$ cat src/rtl/csr_pkg.sv
// csr_pkg: values shared by the CSR matrix-multiply engine and its producers.
//   Matrix geometry, element/pointer/offset widths, and the FSM state encoding
//   of the dense-to-CSR encoder. No ports.
package csr_pkg;

    localparam int MAT_ROWS    = 3;
    localparam int MAT_COLS    = 3;
    localparam int MAT_LEN     = MAT_ROWS * MAT_COLS;
    localparam int DATA_SIZE   = 8;
    localparam int PTR_SIZE    = 4;   // must be able to hold MAT_LEN
    localparam int OFFSET_SIZE = 2;   // must be able to hold MAT_COLS-1

    typedef enum logic {
        COLLECT = 1'b0,
        HOLD    = 1'b1
    } state_t;

endpackage

$ cat src/rtl/csr_bus_pack.sv
// csr_bus_pack: flattens CSR register arrays onto MSB-first packed buses.
//   Slot k of an N-slot bus lands in bits [(N-k)*W-1 -: W], i.e. slot 0 at the
//   top, which is the packing the CSR multiplier expects on its Mat1 inputs.
// Ports:
//   ptr         in   row-pointer array, slots 0..N_ROWS
//   offsets     in   column-offset array, slots 0..N_LEN-1
//   data        in   nonzero-value array, slots 0..N_LEN-1
//   ptr_out     out  packed row pointers
//   offsets_out out  packed column offsets
//   data_out    out  packed nonzero values
module csr_bus_pack
    import csr_pkg::*;
#(
    parameter int N_ROWS = csr_pkg::MAT_ROWS,
    parameter int N_LEN  = csr_pkg::MAT_LEN,
    parameter int DW     = csr_pkg::DATA_SIZE,
    parameter int PW     = csr_pkg::PTR_SIZE,
    parameter int OW     = csr_pkg::OFFSET_SIZE
) (
    input  logic [N_ROWS:0][PW-1:0]  ptr,
    input  logic [N_LEN-1:0][OW-1:0] offsets,
    input  logic [N_LEN-1:0][DW-1:0] data,
    output logic [(N_ROWS+1)*PW-1:0] ptr_out,
    output logic [N_LEN*OW-1:0]      offsets_out,
    output logic [N_LEN*DW-1:0]      data_out
);

    // Native packed-array order puts the highest slot at the MSB; reverse it.
    for (genvar k = 0; k <= N_ROWS; k++) begin : g_ptr
        assign ptr_out[(N_ROWS+1-k)*PW-1 -: PW] = ptr[k];
    end

    for (genvar k = 0; k < N_LEN; k++) begin : g_slot
        assign offsets_out[(N_LEN-k)*OW-1 -: OW] = offsets[k];
        assign data_out[(N_LEN-k)*DW-1 -: DW]    = data[k];
    end

endmodule

$ cat src/rtl/dense_to_csr_encoder.sv
// dense_to_csr_encoder: compresses a row-major dense matrix into CSR form.
//   Elements arrive one per in_valid/in_ready handshake. Nonzeros are appended
//   to the data/offset slots, a row pointer is written at the end of each row,
//   and the finished matrix is held on the packed buses until csr_ready.
// Ports:
//   clk, reset   clock, synchronous active-high reset
//   in_valid     dense element valid
//   in_ready     encoder accepts an element (COLLECT)
//   in_data      dense element
//   csr_valid    buses hold a complete matrix (HOLD)
//   csr_ready    consumer takes the matrix
//   ptr_out      row pointers, ptr[0] at MSB
//   offsets_out  column offsets, slot 0 at MSB
//   data_out     nonzero values, slot 0 at MSB
//   nnz_out      nonzero count
module dense_to_csr_encoder #(
    parameter int MAT_ROWS    = csr_pkg::MAT_ROWS,
    parameter int MAT_COLS    = csr_pkg::MAT_COLS,
    parameter int MAT_LEN     = csr_pkg::MAT_LEN,
    parameter int DATA_SIZE   = csr_pkg::DATA_SIZE,
    parameter int PTR_SIZE    = csr_pkg::PTR_SIZE,
    parameter int OFFSET_SIZE = csr_pkg::OFFSET_SIZE
) (
    input  logic                            clk,
    input  logic                            reset,
    input  logic                            in_valid,
    output logic                            in_ready,
    input  logic [DATA_SIZE-1:0]            in_data,
    output logic                            csr_valid,
    input  logic                            csr_ready,
    output logic [(MAT_ROWS+1)*PTR_SIZE-1:0] ptr_out,
    output logic [MAT_LEN*OFFSET_SIZE-1:0]  offsets_out,
    output logic [MAT_LEN*DATA_SIZE-1:0]    data_out,
    output logic [PTR_SIZE-1:0]             nnz_out
);

    import csr_pkg::*;

    // Row counter must reach MAT_ROWS (it steps past the last row before HOLD).
    localparam int ROW_W = $clog2(MAT_ROWS + 1);

    state_t                               state_q, state_d;
    logic [ROW_W-1:0]                     row_q;
    logic [OFFSET_SIZE-1:0]               col_q;
    logic [PTR_SIZE-1:0]                  nnz_q;
    logic [MAT_ROWS:0][PTR_SIZE-1:0]      ptr_q;
    logic [MAT_LEN-1:0][OFFSET_SIZE-1:0]  off_q;
    logic [MAT_LEN-1:0][DATA_SIZE-1:0]    data_q;

    logic accept, nonzero, last_col, last_row, take;

    assign in_ready  = (state_q == COLLECT);
    assign csr_valid = (state_q == HOLD);
    assign accept    = in_valid && in_ready;
    assign nonzero   = |in_data;
    assign last_col  = (col_q == OFFSET_SIZE'(MAT_COLS - 1));
    assign last_row  = (row_q == ROW_W'(MAT_ROWS - 1));
    assign take      = csr_valid && csr_ready;

    always_ff @(posedge clk) begin
        if (reset) state_q <= COLLECT;
        else       state_q <= state_d;
    end

    always_comb begin
        state_d = state_q;
        case (state_q)
            COLLECT: if (accept && last_col && last_row) state_d = HOLD;
            HOLD:    if (csr_ready)                      state_d = COLLECT;
            default: state_d = COLLECT;
        endcase
    end

    // ptr_q[0] is never written, so it stays 0 for the whole frame.
    always_ff @(posedge clk) begin
        if (reset || take) begin
            row_q  <= '0;
            col_q  <= '0;
            nnz_q  <= '0;
            ptr_q  <= '0;
            off_q  <= '0;
            data_q <= '0;
        end else if (accept) begin
            if (nonzero) begin
                data_q[nnz_q] <= in_data;
                off_q[nnz_q]  <= col_q;
                nnz_q         <= nnz_q + 1'b1;
            end
            if (last_col) begin
                ptr_q[row_q + 1'b1] <= nnz_q + PTR_SIZE'(nonzero);
                col_q               <= '0;
                row_q               <= row_q + 1'b1;
            end else begin
                col_q <= col_q + 1'b1;
            end
        end
    end

    assign nnz_out = nnz_q;

    csr_bus_pack #(
        .N_ROWS(MAT_ROWS),
        .N_LEN (MAT_LEN),
        .DW    (DATA_SIZE),
        .PW    (PTR_SIZE),
        .OW    (OFFSET_SIZE)
    ) u_pack (
        .ptr        (ptr_q),
        .offsets    (off_q),
        .data       (data_q),
        .ptr_out    (ptr_out),
        .offsets_out(offsets_out),
        .data_out   (data_out)
    );

endmodule
$ cat config.mk
export PLATFORM = sky130hd
export DESIGN_NAME = dense_to_csr_encoder
export DESIGN_NICKNAME = d
export VERILOG_FILES = /design/src/rtl/csr_pkg.sv /design/src/rtl/csr_bus_pack.sv /design/src/rtl/dense_to_csr_encoder.sv
export SDC_FILE = /design/constraint.sdc
export NUM_CORES = 1
export LEC_CHECK = 0
export ABC_AREA = 1
export CAP_MARGIN = 20
export CORE_MARGIN = 1
export CORE_UTILIZATION = 65
export DETAILED_ROUTE_END_ITERATION = 7
export DONT_BUFFER_PORTS = 1
export GPL_TIMING_DRIVEN = 0
export PLACE_DENSITY = 0.87
export SLEW_MARGIN = 20
export SYNTH_ARGS = -nofsm -noshare
export SYNTH_HDL_FRONTEND = slang
export SYNTH_SLANG_ARGS = --single-unit
$ cat constraint.sdc
create_clock -name clk -period 4.9 [get_ports clk]
set_clock_uncertainty 0.05 [all_clocks]
set_input_delay 0.49 -clock clk [delete_from_list [all_inputs] [get_ports clk]]
set_output_delay 0.49 -clock clk [all_outputs]
set_load 0.03 [all_outputs]
* After elaboration in Yosys (flattened, before gate mapping)
Index checks and enable logic that the tools add are counted.
** Operators by class
- Shift-type cells :: 0
- Equality and inequality tests :: 2
- Add/sub/neg operators :: 4
- Multiplexer cells :: 13
- Multiply operators :: 0
- Divide/modulo/power cells :: 0
- Order comparisons :: 4
- Reduce and logical (&&, ||, !) cells :: 10
- Bitwise operators :: 1
** Operators with widths (number)
- bitwise mux 72 bit :: 1
- demux 8 bit (select 4 bit) :: 1
- bitwise mux 18 bit :: 1
- bitwise mux 16 bit :: 1
- demux 2 bit (select 4 bit) :: 1
- demux 4 bit (select 2 bit) :: 1
- 2-to-1 mux 8 bit :: 1
- OR reduction 8 bit :: 1
- logical AND 1 bit :: 6
- less-than comparator 4 x 5 -> 1 bit (second input constant) :: 1
- adder 2 x 1 -> 2 bit (second input constant) :: 2
- adder 4 x 1 -> 4 bit :: 1
- adder 4 x 1 -> 4 bit (second input constant) :: 1
- equality test 2 bit (second input constant) :: 2
- greater-or-equal comparator 4 x 1 -> 1 bit (second input constant) :: 1
- 2-to-1 mux 2 bit :: 2
- 2-to-1 mux 4 bit :: 1
- AND reduction 2 bit :: 2
- less-than comparator 2 x 3 -> 1 bit (second input constant) :: 1
- greater-or-equal comparator 2 x 1 -> 1 bit (second input constant) :: 1
- 2-to-1 mux 1 bit :: 2
- case mux 1 bit (2 select lines) :: 1
- logical OR 1 bit :: 1
- inverter 1 bit :: 1
** Word-level totals
- Bits in registers :: 115
- Logic and storage cells :: 60
- Bits in read-only memories :: 0
- Bits in writable memories :: 0
- Bits in latches :: 0
- Memories :: 0

* Longest topological paths before layout
Gate-level depths: netlist of run 1.
- Depth after elaboration :: 6
- Depth in mapped cells :: 10

* Hierarchy
From an unflattened synthesis of run 1, not the netlist that was laid out.
** Unflattened totals
- Cells, all modules :: 964
- Area, all modules :: 6587.6 µm²
** By module, submodules not included
- dense_to_csr_encoder :: instances 1, cells an instance 858, area an instance 5791.8 µm²
- csr_bus_pack :: instances 1, cells an instance 106, area an instance 795.8 µm²

* Worst setup path before layout of run 1
OpenSTA, ideal clock, no wires.
- Kind :: input -> register
- Start point :: in in_data[2]
- End point :: reg ptr_q[10] in the netlist's numbering
- Setup time :: 65 ps
- Arrival :: 1776 ps
- Stages on the path :: 10
- Path slack :: 3010 ps
- Path buffers :: 1
- Cell sequence :: inv_2 nand2_1 nor2_2 nand2_4 buf_2 ha_1 ha_1 xor2_1 nor2_1 nor2_1
** Between the ends
- Longest elaborated chain between the ends :: 3
** Ends and longest elaborated chain
- from (decl) :: line dense_to_csr_encoder.sv:28 : input logic [DATA_SIZE-1:0] in_data,
- OR reduction 8 bit :: line dense_to_csr_encoder.sv:55 : assign nonzero = |in_data;
- adder 4 x 1 -> 4 bit :: line dense_to_csr_encoder.sv:90 : ptr_q[row_q + 1'b1] <= nnz_q + PTR_SIZE'(nonzero);
- bitwise mux 16 bit :: line dense_to_csr_encoder.sv:90
- to (signal, indexed assignment) :: line dense_to_csr_encoder.sv:90
- to (decl) :: line dense_to_csr_encoder.sv:46 : logic [MAT_ROWS:0][PTR_SIZE-1:0] ptr_q;
No other way between the ends.
A chain may end at the register's enable or synchronous reset.

* Worst setup path after layout of run 1
- Start point :: reg nnz_q[1], in the netlist nnz_out[1]
- End point :: reg data_q[63] in the netlist's numbering
** Between the ends
- Longest elaborated chain between the ends :: 5
** Ends and longest elaborated chain
- from (decl) :: line dense_to_csr_encoder.sv:45 : logic [PTR_SIZE-1:0] nnz_q;
- from (signal assigned) :: line dense_to_csr_encoder.sv:87 : nnz_q <= nnz_q + 1'b1;
- less-than comparator 4 x 5 -> 1 bit (not written as such) or greater-or-equal comparator 4 x 1 -> 1 bit (tied branches) :: line dense_to_csr_encoder.sv:85 : data_q[nnz_q] <= in_data;
- logical AND 1 bit (not written as such) :: line dense_to_csr_encoder.sv:85
- 2-to-1 mux 8 bit (not written as such) :: line dense_to_csr_encoder.sv:85
- demux 8 bit (select 4 bit) (*) :: line dense_to_csr_encoder.sv:85
- bitwise mux 72 bit (*) :: line dense_to_csr_encoder.sv:85
- to (signal, indexed assignment) :: line dense_to_csr_encoder.sv:85
- to (decl) :: line dense_to_csr_encoder.sv:48 : logic [MAT_LEN-1:0][DATA_SIZE-1:0] data_q;
Every way passes the cells marked *; elsewhere a longest branch is shown, timed or not.

==> summary.txt, run 1 <==
CTS tree -> yes
EDFF count, synth -> 0
library cells used by synthesis -> 26
CP max-delay cell -> dfxtp_1
core box area -> 0.00868 mm²
DPL Wire Length -> 9880 µm
postcts setup bufs -> 0
Worst Path Class, Setup -> flip-flop to flip-flop
Worst R2R Start -> nnz_out[1]
Top FF cell, synth -> dfxtp_1
Pwr Density -> 375 mW/mm²
Worst R2R Setup Slack -> 2.93 ns
Max stage delay on crit path -> 0.70 ns
worst-path maximum fanout -> 10
element type at the critical path end -> flip-flop
sequential fraction of the synthesis area -> 39.7%
CP Capture Point -> data_q[63]
Fin. Hold Viols -> 0
total die area -> 0.00929 mm²
Setup-failing EPs final -> 0
Final period util -> 40.1%
top cell type by total area after synthesis -> dfxtp_1
Total GRT Usage -> 33.1%
Startpoint Class -> flip-flop
critical path arrival -> 2.34 ns
GRT Residual Overflow -> 0
vias in the first global route -> 5118
port bufs -> 0
clk_lat worst skew -> 0.52 ns
GP Congestion -> 0.911
Avg Cell Area, Syn -> 6.75 µm²
CTS root buf -> clkbuf_8
Hold Path Class -> input port to flip-flop
max_cap viols -> 0
Synth top area share -> 39.7%
initial antenna violation count -> 0
peak supply drop -> 0.238 mV
mapped cell area -> 0.00579 mm²
Synth Warn # -> 0
# rows -> 34
DRC viols -> 0
top cells by count, synth -> inv_1, nand2_1, nor2_1
CP bufs+invs -> 2
WL final -> 14900 µm
top cells by area, synth -> dfxtp_1, inv_1, nand2_1, nand4_1, nor2_1
fin crit period -> 1.97 ns
Crit. Startpoint -> nnz_out[1]
vias per inst -> 5.35
Syn Nets -> 880
R2R depth -> 7
family with the most delay on the worst path -> flip-flops
final slew viol count -> 0
die height -> 96.4 µm
detailed-router iteration count before antenna repair -> 5
first-pass GRT wire length -> 23300 µm
clk sinks -> 115
P&R area growth vs syn -> 12.5%
Stages on worst setup path -> 7
# IOs -> 124
layout cells sized above 1 -> 11.8%
r2r endpoint -> data_q[63]
RSZ-0062 raised after global routing -> false
number of CTS-inserted buffers -> 17
CP Cell Sequence -> ha_1, inv_1, nor2_2, buf_2, nand4_1, nand2_1, nor2_1
fmax -> 0.508 GHz
Worst EP required -> 5.27 ns
Lkg Pwr -> 3.19 nW
worst-margin pin slew -> 0.599 ns
Initial Util -> 66.7%
initial drt markers -> 281
largest net degree at the start of global routing -> 17
Worst slew margin -> 60.0%
Die Wd -> 96.4 µm
Yosys reg bits -> 115
Hold Slack -> 0.105 ns
ys async rst share -> 0%
Antenna Diode Count -> 0
Post-Syn Instances -> 858
Nets -> 900
register clock-pin slew on the reported worst setup and hold paths -> 0.06 ns
H-Tree Level Count -> 4
routed length per instance -> 14.9 µm
setup total negative slack -> 0 ns
worst-case clock buffer depth -> 2
Routed Antenna Nets -> 0
via count -> 5345
status -> finished, final reports clean
[worst min-delay path by stage]
stage	from	to	cells past startpoint
after global routing	csr_ready	csr_valid	2
after CTS	csr_ready	csr_valid	2
after floorplan	col_q[0]	col_q[1]	2
after global placement	col_q[0]	col_q[1]	2
after detailed placement	col_q[0]	col_q[1]	2
final	csr_ready	csr_valid	2
[power breakdown]
group	switching, mW	internal [mW]	leakage [nW]	total [mW]
logic	0.144	0.0647	1.97	0.209
clock network	0.422	0.773	0.280	1.19
registers	0.0733	0.964	0.932	1.04
total	0.639	1.80	3.19	2.44
[final cells by class]
cell class / instances / area, µm²
buffer: 46 / 299
clock buffer: 23 / 477
clock inverter: 9 / 103
fill: 679 / 2160
inverter: 208 / 786
multi-input combinational: 489 / 2400
sequential: 115 / 2300
tap: 108 / 135
timing repair buffer: 1 / 10.0
[registers in the layout (all words and copies together), names as in the netlist]
signal	count
col_q	2
data_q	72
row_q	2
off_q	18
nnz_out	4
ptr_q	16
csr_valid	1
[metrics by stage]
stage,power (mW),worst slack [ns],util (%),cell area [µm²],instances
floorplan,1.21,3.01,-,5790,858
global placement,1.25,2.68,68.3,5930,966
detailed placement,1.26,2.63,68.3,5930,966
CTS,2.44,2.95,75.1,6520,999
global route,2.53,2.81,75.1,6520,999
finish,2.44,2.93,75.1,6520,999
[kinds of logic (layout without fill, tap and decap cells)]
logic type | count (synthesis) | in the layout | synth area share, %
buffers and inverters | 254 | 287 | 18.7
adder cells (fa/ha/maj) | 10 | 10 | 2.16
AO/OA/AOI/OAI | 28 | 28 | 2.42
XOR/XNOR | 3 | 3 | 0.454
AND/OR/NAND/NOR | 448 | 448 | 36.5
flip-flops | 115 | 115 | 39.7
[routing by layer]
metal,wire length [µm],vias to the layer above,track usage (%)
li1,-,2622,-
met2,7230,269,55.3
met1,5580,2393,36.2
met4,577,0,18.9
met5,0,-,0
met3,1470,61,12.1
[layout by cell type, fill, tap and decap left out, drive strengths merged]
| cell | netlist | final |
|---|---|---|
| o21ai | 21 | 21 |
| nand4 | 91 | 91 |
| nand2 | 199 | 199 |
| inv | 204 | 204 |
| dlygate4sd3 | 0 | 1 |
| buf | 40 | 40 |
| or2 | 2 | 2 |
| bufinv | 0 | 2 |
| ha | 10 | 10 |
| clkinv | 4 | 8 |
| nand3 | 14 | 14 |
| clkbuf | 6 | 29 |
| nor2 | 141 | 141 |
| xor2 | 3 | 3 |
| clkinvlp | 0 | 3 |
| nor3 | 1 | 1 |
| a21oi | 7 | 7 |
| dfxtp | 115 | 115 |
[repair_timing]
item                                   in CTS  in global routing
hold buffers                                1                  0
endpoints found under the hold margin       1                  0
resized for setup                           0                  0
No activity file was read; power rests on OpenSTA's default activity.
==> run 2: changes to the inputs <==
CORE_UTILIZATION = 57   (was 65)
PLACE_DENSITY = 0.81   (was 0.87)
clock period = 1.79 ns   (was 4.9 ns; I/O delays follow)
==> run 2 against run 1 <==
  * Combinational power grew to 2.8 times the previous value
  * Die area rose by 14%
  * Via count down 2.4%
  * Count of clock-buffer cells in the layout fell by 3
  * Setup slack lost 2.8 ns
  * Sequential power rose to 2.7 times the previous value
  * Cell count up 3.4%
  * Clock power increased to 3.0 times the previous value
  * Sequential share of layout area fell by 0.90 points
==> summary.txt, run 2 (synthesis gave the netlist of run 1 again) <==
fmax -> 0.598 GHz (+18%)
Routed Antenna Nets -> 0 (unchanged)
Nets -> 909 (+1.0%)
Setup-failing EPs final -> 0 (unchanged)
Startpoint Class -> flip-flop
GRT Residual Overflow -> 0 (unchanged)
vias in the first global route -> 4732 (-7.5%)
port bufs -> 0 (unchanged)
peak supply drop -> 0.580 mV (+140%)
Worst Path Class, Setup -> flip-flop to flip-flop
Hold EP -> data_q[8]
hold_sp -> in_data[0]
worst-path maximum fanout -> 10 (unchanged)
Die Wd -> 103 µm (+6.6%)
# IOs -> 124 (unchanged)
GP Congestion -> 0.874 (-4.1%)
routed length per instance -> 14.6 µm (-1.9%)
cell internal pwr -> 5.20 mW (+190%)
RSZ-0062 raised after global routing -> false
total die area -> 0.0106 mm² (+14%)
Tot Pwr -> 7.02 mW (+190%)
critical path arrival -> 2.05 ns (-0.29 ns)
CTS root buf -> clkbuf_8
CTS tree -> yes
Pwr Density -> 1040 mW/mm² (+180%)
Worst R2R Start -> csr_valid
number of CTS-inserted buffers -> 17 (unchanged)
number of flip-flops in the largest register -> 72 (unchanged)
sw frac -> 25.9% (-0.28 points)
Combinational Power Share -> 8.4% (-0.2 points)
clk sinks -> 115 (unchanged)
Hold Path Class -> input port to flip-flop
Regs by FF count -> data_q (72), off_q (18), ptr_q (16)
Worst EP required -> 2.16 ns (-3.11 ns)
commonest cells after routing, fill and taps aside -> inv_1, nand2_1, nor2_1
sequential share of power -> 40.4% (-2.1 points)
P&R area growth vs syn -> 16.0%
DPL Wire Length -> 9360 µm (-5.3%)
largest net degree at the start of global routing -> 17 (unchanged)
R2R depth -> 8 (+1)
worst-case clock buffer depth -> 2 (unchanged)
Antenna Diode Count -> 0 (unchanged)
fin crit period -> 1.67 ns (-0.294 ns)
Total GRT Usage -> 28.8% (-4.3 points)
final slew viol count -> 0 (unchanged)
# rows -> 36 (+5.9%)
P_sw -> 1.82 mW (+180%)
vias per inst -> 5.05 (-5.6%)
max_cap viols -> 0 (unchanged)
H-Tree Level Count -> 4 (unchanged)
hold path depth -> 4 (+2)
initial antenna violation count -> 0 (unchanged)
Lkg Pwr -> 3.25 nW (+2.1%)
pre-CTS worst setup slack -> -0.111 ns (-2.74 ns)
clk_lat worst skew -> 0.52 ns (about the same)
Worst R2R Setup Slack -> 0.12 ns (-2.82 ns)
Most flops, register -> data_q
Setup WS post-layout -> 0.117 ns (-2.82 ns)
element type at the critical path end -> flip-flop
core box area -> 0.00982 mm² (+13%)
Final period util -> 93.5% (+53 points)
r2r endpoint -> data_q[68]
DRC viols -> 0 (unchanged)
layout cells sized above 1 -> 12.6% (+0.77 points)
Hold Slack -> 0.0120 ns (-0.0927 ns)
register clock-pin slew on the reported worst setup and hold paths -> 0.06 ns (about the same)
postcts setup bufs -> 0 (unchanged)
clock network power share -> 51.2% (+2.3 points)
die height -> 103 µm (+6.6%)
Fin. Hold Viols -> 0 (unchanged)
worst-margin pin slew -> 0.562 ns (-0.0375 ns)
Initial Util -> 59.0% (-7.8 points)
Worst slew margin -> 62.5% (+2.6 points)
via count -> 5215 (-2.4%)
WL final -> 15100 µm (+1.5%)
status -> finished, final reports clean
initial drt markers -> 301 (+7.1%)
first-pass GRT wire length -> 22900 µm (-1.4%)
detailed-router iteration count before antenna repair -> 6 (+1)
run 2: cell count changes in the layout (fill, tap and decap cells not counted), sizes merged:
cell,previous run,this run
clkbuf,29,27
clkinv,8,9
dlygate4sd3,1,10
buf,40,39
bufinv,2,4
run 2: cell type report:
class	count	area [µm²]
Fill cell	863	3100
Multi-Input combinational cell	489	2410
Sequential cell	115	2310
Inverter	208	788
Clock buffer	20	455
Buffer	46	309
Clock inverter	12	179
Tap cell	133	166
Timing Repair Buffer	10	100
run 2: metal layers:
metal / vias to the layer above / wire [µm] / track usage (%)
li1: 2640 / - / -
met4: 0 / 493 / 12.7
met3: 48 / 1440 / 8.34
met1: 2291 / 6060 / 34.3
met5: - / 0 / 0
met2: 236 / 7080 / 48.3
run 2: worst max-delay path by stage:
stage	slack, ns	startpoint	end
6_report	0.12	csr_valid	data_q[68]
5_1_grt	0.006	nnz_out[2]	data_q[55]
4_1_cts	0.01	csr_valid	off_q[10]
3_5_place_dp	-0.11	nnz_out[1]	data_q[63]
3_3_place_gp	-0.11	nnz_out[1]	data_q[63]
2_1_floorplan	0.12	nnz_out[1]	data_q[63]
run 2: repair_timing:
item	4_1_cts	5_1_grt
hold endpoints to repair	30	0
cloned	0	0
resized for setup	5	9
hold buffers	10	0
endpoints found under the setup margin	55	90
run 2: critical path, stage by stage (launching register included):
cell and delay (ns):
dfxtp_2 0.39, inv_4 0.13, nand2_1 0.11, inv_2 0.11
buf_4 0.23, buf_2 0.25, nand4_1 0.15, nand2_1 0.10
nor2_1 0.04
run 2: power groups by stage:
stage | Combinational [mW] | Sequential, mW | Clock, mW
3_5_place_dp | 0.544 | 2.90 | 0
6_report | 0.588 | 2.84 | 3.59
3_3_place_gp | 0.535 | 2.89 | 0
5_1_grt | 0.658 | 2.85 | 3.72
2_1_floorplan | 0.428 | 2.87 | 0
4_1_cts | 0.578 | 2.84 | 3.59
run 2: per-stage QoR:
| step | instance area (µm²) | cells | util (%) | TNS, ns |
|---|---|---|---|---|
| final | 6720 | 1033 | 68.4 | 0 |
| after detailed placement | 5960 | 991 | 60.7 | -2.95 |
| after global placement | 5960 | 991 | 60.7 | -2.17 |
| after global routing | 6720 | 1033 | 68.4 | 0 |
| after CTS | 6700 | 1033 | 68.2 | 0 |
| after floorplan | 5790 | 858 | - | 0 |
==> variant 1, RTL diff (settings of run 2) <==
Make the reset (`reset`) asynchronous in one clocked block. Comments in the files are not updated.
--- a/src/rtl/dense_to_csr_encoder.sv
+++ b/src/rtl/dense_to_csr_encoder.sv
@@ -59,3 +59,3 @@
 
-    always_ff @(posedge clk) begin
+    always_ff @(posedge clk or posedge reset) begin
         if (reset) state_q <= COLLECT;
Formal check against the unedited RTL: not equivalent (a bounded check fails within 10 cycles, from zero or initial values and one cycle with reset high; the reset may be asserted at any time).
==> variant 1 against run 2 <==
  * Wire length increased by 1.5%
  * Global-route usage is 1.1 points higher
  * Sequential cell count unchanged
  * First-iteration DRC count up 19%
  * Power decreased by 2.6%
  * Worst setup slack got worse by 0.035 ns
  * Core utilization grew 0.25 points
  * Area after synthesis barely moved
  * Final area rose by 0.37%
  * Largest cell class unchanged
  * Largest power group unchanged
==> variant 1: results (changes against run 2) <==
STA
  • Hold WS: 0.0173 ns (was 0.0120 ns)
  • Slew HR: 59.8% (was 62.5%)

Synthesis
  • Async set-reset flop share out of synthesis: 0.870% (was 0%)
  • Synth top area cells: dfxtp_1 (39%), nand2_1 (13%), inv_1 (13%) (was dfxtp_1 (40%), inv_1 (13%), nand2_1 (13%))
  • Post-synthesis sequential area ratio: 39.8% (was 39.7%)
  • Synth cell count leaders: nand2_1 (199), inv_1 (197), nor2_1 (129) (was inv_1 (197), nand2_1 (197), nor2_1 (131))

Hold path
  • Hold EP: data_q[44] (was data_q[8])
  • Hold_sp: in_data[4] (was in_data[0])

Critical path
  • FF-to-FF setup slack: 0.08 ns (was 0.12 ns)
  • Reg2reg end: data_q[70] (was data_q[68])
  • WP data arrival: 2.08 ns (was 2.05 ns)
  • R2r worst-path depth: 8 (unchanged)
  • Critical R2R Launch: csr_valid (unchanged)

Placement
  • Dpl cell area: 0.00596 mm² (about the same)
  • GPL Wtd Cong: 0.824 (was 0.874)
  • Placed cells: 991 (unchanged)
  • Pre-CTS setup slack: -0.182 ns (was -0.111 ns)
  • Post-DP HPWL: 9490 µm (was 9360 µm)

Clocking
  • CTS Buf Count: 17 (unchanged)
  • Skew-Pair Late Insertion Delay: 0.52 ns (about the same)

Detailed routing
  • TritonRoute pass-1 iters: 5 (was 6)
  • WL per Instance: 14.8 µm (was 14.6 µm)
  • Vias after detailed routing: 5270 (was 5215)
  • 1st-iter DRT viols: 357 (was 301)
  • Via density: 5.09 (was 5.05)

Power and ir drop
  • Worst vdd ir: 0.619 mV (was 0.580 mV)
  • Leak Pwr: 3.26 nW (was 3.25 nW)

Global routing
  • Met2 Use GR: 48.9% (was 48.3%)
  • Gr usage total: 29.9% (was 28.8%)
  • Met1 Use GR: 34.6% (was 34.3%)
  • Antenna violations before repair: 0 (unchanged)
  • First-pass GRT wire length: 23900 µm (was 22900 µm)
  • M3 GR Usage: 9.69% (was 8.34%)
  • Number of global-route vias before repair: 4899 (was 4732)

Run status
  • Status: finished clean (unchanged)

Final layout
  • Share of layout cells above drive strength 1: 12.6% (about the same)
  • Antenna diodes: 0 (unchanged)
  • Final #Nets: 912 (was 909)
  • Fillers: 824 (was 863)
## variant 1: kinds of logic (layout without fill, tap and decap cells)
| group | after synthesis | in the layout | share of synthesized area [%] |
|---|---|---|---|
| AO/OA/AOI/OAI | 28 | 28 | 2.42 |
| AND/OR/NAND/NOR | 447 | 447 | 36.4 |
| adder cells (fa/ha/maj) | 10 | 10 | 2.16 |
| XOR/XNOR | 3 | 3 | 0.454 |
| flip-flops | 115 | 115 | 39.8 |
| buffers and inverters | 255 | 300 | 18.8 |
## variant 1: repair_timing
item / in CTS / in global routing
hold endpoints to repair: 30 / 0
setup buffers: 0 / 1
endpoints found under the setup margin: 92 / 86
hold buffers: 12 / 0
gates resized for setup: 6 / 20
## variant 1: critical path: stages, from the launching register on
cell	delay (ns)
dfrtp_2	0.49
inv_4	0.15
nand2_1	0.11
inv_2	0.14
buf_8	0.18
clkbuf_4	0.22
nand4_1	0.12
nand2_1	0.11
nor2_1	0.04
## variant 1: layout make-up
class	count	area, µm²	area share (%)
Clock buffer	19	432	6.40
Inverter	209	792	11.7
Multi-Input combinational cell	488	2410	35.8
Timing Repair Buffer	13	128	1.89
Sequential cell	115	2320	34.4
Buffer	46	337	4.99
Tap cell	133	166	2.47
Clock inverter	13	160	2.37
## variant 1: through the flow
step	utilization, %	power (mW)
after floorplan	-	3.32
after global placement	60.7	3.44
after detailed placement	60.7	3.46
after CTS	68.1	6.84
after global routing	68.7	7.06
final	68.7	6.84
## variant 1: layer usage
layer  routed length, µm  vias up  share of wire, %
met4                 645        0               4.2
met5                   0        -                 0
met2                7150      264                47
met3                1700       57                11
met1                5800     2300                38
li1                    -     2649                 -
## variant 1: worst max path at each step
stage	from	to	slack (ns)	depth (start not counted)
2_1_floorplan	nnz_out[1]	data_q[63]	0.12	7
3_3_place_gp	in_data[3]	ptr_q[10]	-0.19	10
3_5_place_dp	in_data[3]	ptr_q[10]	-0.18	10
4_1_cts	csr_valid	off_q[11]	0.04	8
5_1_grt	csr_valid	data_q[55]	-0.008	5
6_report	csr_valid	data_q[70]	0.08	8
## variant 1: power breakdown
part           switching [mW]  total (mW)  leakage (nW)  internal [mW]
Clock                    1.22        3.37         0.288           2.15
Sequential              0.204        2.85         0.938           2.64
Combinational           0.411       0.619          2.03          0.208
Total                    1.84        6.84          3.26           5.00
==> variant 2, RTL diff (config.mk and constraints of run 2) <==
Made on the original files. `MAT_ROWS`: 3 -> 5.
--- a/src/rtl/csr_pkg.sv
+++ b/src/rtl/csr_pkg.sv
@@ -5,3 +5,3 @@
 
-    localparam int MAT_ROWS    = 3;
+    localparam int MAT_ROWS    = 5;
     localparam int MAT_COLS    = 3;
Interface: changed (resized data_out, offsets_out and ptr_out); port bits go from 124 to 192. No check against the original RTL was run, so the function may have changed too.
==> variant 2 against run 2 <==
  * Power is 27% higher
  * Sequential cell count increased by 69
  * Global-route usage is 0.55 points higher
  * Fmax fell by 3.4%
  * Final area increased by 52%
  * Core utilization shrank 3.7 points
  * Wire length rose by 61%
  * Via count grew 58%
  * Worst setup slack got worse by 0.059 ns
  * Area after synthesis up 59%
  * Critical path type unchanged
  * Critical endpoint is now data_q[35]
==> variant 2: results (changes against run 2) <==
Synthesis
  • Synth Warn #: 0 (unchanged)
  • Synth cell count leaders: nand2_1 (365), inv_1 (322), nor2_1 (219) (was inv_1 (197), nand2_1 (197), nor2_1 (131))
  • Synth top area cells: dfxtp_1 (40%), nand2_1 (15%), inv_1 (13%) (was dfxtp_1 (40%), inv_1 (13%), nand2_1 (13%))
  • Async set-reset flop share out of synthesis: 0% (unchanged)
  • Synth Flop Type: dfxtp_1 (unchanged)
  • Yosys cell types: 28 (was 26)
  • Post-synthesis sequential area ratio: 39.9% (was 39.7%)

Placement
  • Post-DP HPWL: 16900 µm (was 9360 µm)
  • Dpl cell area: 0.00950 mm² (was 0.00596 mm²)
  • IO Port Bufs: 0 (unchanged)
  • Pre-CTS setup slack: -0.366 ns (was -0.111 ns)
  • GPL Wtd Cong: 0.856 (was 0.874)

STA
  • Slew @ Worst Pin: 0.878 ns (was 0.562 ns)
  • Hold WS: 0.0124 ns (was 0.0120 ns)
  • Period utilization: 96.8% (was 93.5%)

Clocking
  • CTS clock-pin slew for the worst setup and hold paths: about 0.07 ns
  • Post-CTS setup buffers: 0 (unchanged)
  • H-Tree Depth: 4 (unchanged)
  • CTS Buf Count: 17 (unchanged)
  • Skew-Pair Late Insertion Delay: 0.42 ns (was 0.52 ns)
  • CTS root buf: clkbuf_16 (was clkbuf_8)
  • Clock Path Buffers: 2 (unchanged)

Detailed routing
  • WL per Instance: 14.7 µm (was 14.6 µm)
  • 1st-iter DRT viols: 566 (was 301)
  • Via density: 4.99 (was 5.05)
  • TritonRoute pass-1 iters: 5 (was 6)

Critical path
  • Slowest stage delay, CP: 0.44 ns (was 0.39 ns)
  • CP Launch Type: register (unchanged)
  • CP delay by family, top: simple AND/OR/NAND/NOR gates (was buffers and inverters)
  • Crit path max fanout: 10 (unchanged)
  • FF-to-FF setup slack: 0.06 ns (was 0.12 ns)
  • WP data arrival: 2.00 ns (was 2.05 ns)
  • Slowest CP cell: dfxtp_2 (unchanged)

Final layout
  • Final #Nets: 1443 (was 909)
  • Share of layout cells above drive strength 1: 9.26% (was 12.6%)
  • Largest registers: data_q (120), off_q (30), ptr_q (24) (was data_q (72), off_q (18), ptr_q (16))
  • Post-layout util: 64.7% (was 68.4%)
  • Fillers: 1437 (was 863)
  • Antenna diodes: 0 (unchanged)

Power and ir drop
  • Worst vdd ir: 0.770 mV (was 0.580 mV)
  • Leak Pwr: 4.79 nW (was 3.25 nW)

Hold path
  • Worst hold path class: input pin to register (unchanged)

Global routing
  • Antenna violations before repair: 0 (unchanged)
  • Gr usage total: 29.4% (was 28.8%)
  • Number of global-route vias before repair: 7561 (was 4732)
  • Largest net degree at the start of global routing: 17 (unchanged)
  • First-pass GRT wire length: 37700 µm (was 22900 µm)

Run status
  • Status: finished clean (unchanged)
-- variant 2: cell types whose count changed after synthesis, moves of 9 or more --
cell     change
nor2_1      +88
nand4_1     +60
o21ai_0     -16
buf_1       +11
nand2_1    +168
inv_1      +125
buf_2        +9
dfxtp_1     +69
-- variant 2: worst min-delay path, cell delays in order --
cell	delay, ns
inv_2	0.07
nand4_1	0.09
nand2_1	0.05
nor2_1	0.07
-- variant 2: where the power goes --
| part | internal (mW) | total [mW] | switching (mW) |
|---|---|---|---|
| Sequential | 4.17 | 4.38 | 0.213 |
| Clock | 2.17 | 3.78 | 1.61 |
| Combinational | 0.230 | 0.781 | 0.551 |
-- variant 2: cell families (layout without fill, tap and decap cells) --
group | Yosys count | after routing | share of synthesized area [%]
AND/OR/NAND/NOR | 770 | 770 | 38.6
buffers and inverters | 414 | 454 | 19.1
flip-flops | 184 | 184 | 39.9
AO/OA/AOI/OAI | 17 | 17 | 1.07
adder cells (fa/ha/maj) | 8 | 8 | 1.08
XOR/XNOR | 3 | 3 | 0.285
-- variant 2: routing by layer --
layer	GRT usage (%)	vias to the layer above	wire, µm
met5	0	-	0
met4	11.4	0	643
met3	9.08	56	2470
met2	48.7	357	11100
met1	35.5	3601	10000
li1	-	4229	-
-- variant 2: cell type report --
| class | instances | share of cell area, % |
|---|---|---|
| timing repair buffer | 8 | 0.781 |
| clock buffer | 22 | 4.63 |
| multi-input combinational | 798 | 37.4 |
| inverter | 332 | 12.2 |
| tap | 216 | 2.64 |
| buffer | 82 | 5.19 |
| sequential | 184 | 36.1 |
| clock inverter | 10 | 1.16 |
-- variant 2: what timing repair did --
action | 4_1_cts | 5_1_grt
setup endpoints to repair | 171 | 165
hold endpoints to repair | 6 | 0
pin swaps | 0 | 1
hold buffers | 8 | 0
gates resized for setup | 9 | 15
-- variant 2: per-stage QoR --
stage / std cells / setup TNS [ns]
floorplan: 1396 / 0
global placement: 1612 / -17.01
detailed placement: 1612 / -21.86
CTS: 1652 / 0
global route: 1652 / -0.0351
finish: 1652 / 0
-- variant 2: worst paths after layout --
path,depth (start not counted),start,end
setup reg to reg,7,nnz_out[2],data_q[35]
hold reg to reg,2,row_q[1],row_q[1]
setup / recovery,7,nnz_out[2],data_q[35]
hold / removal,4,in_data[2],data_q[98]
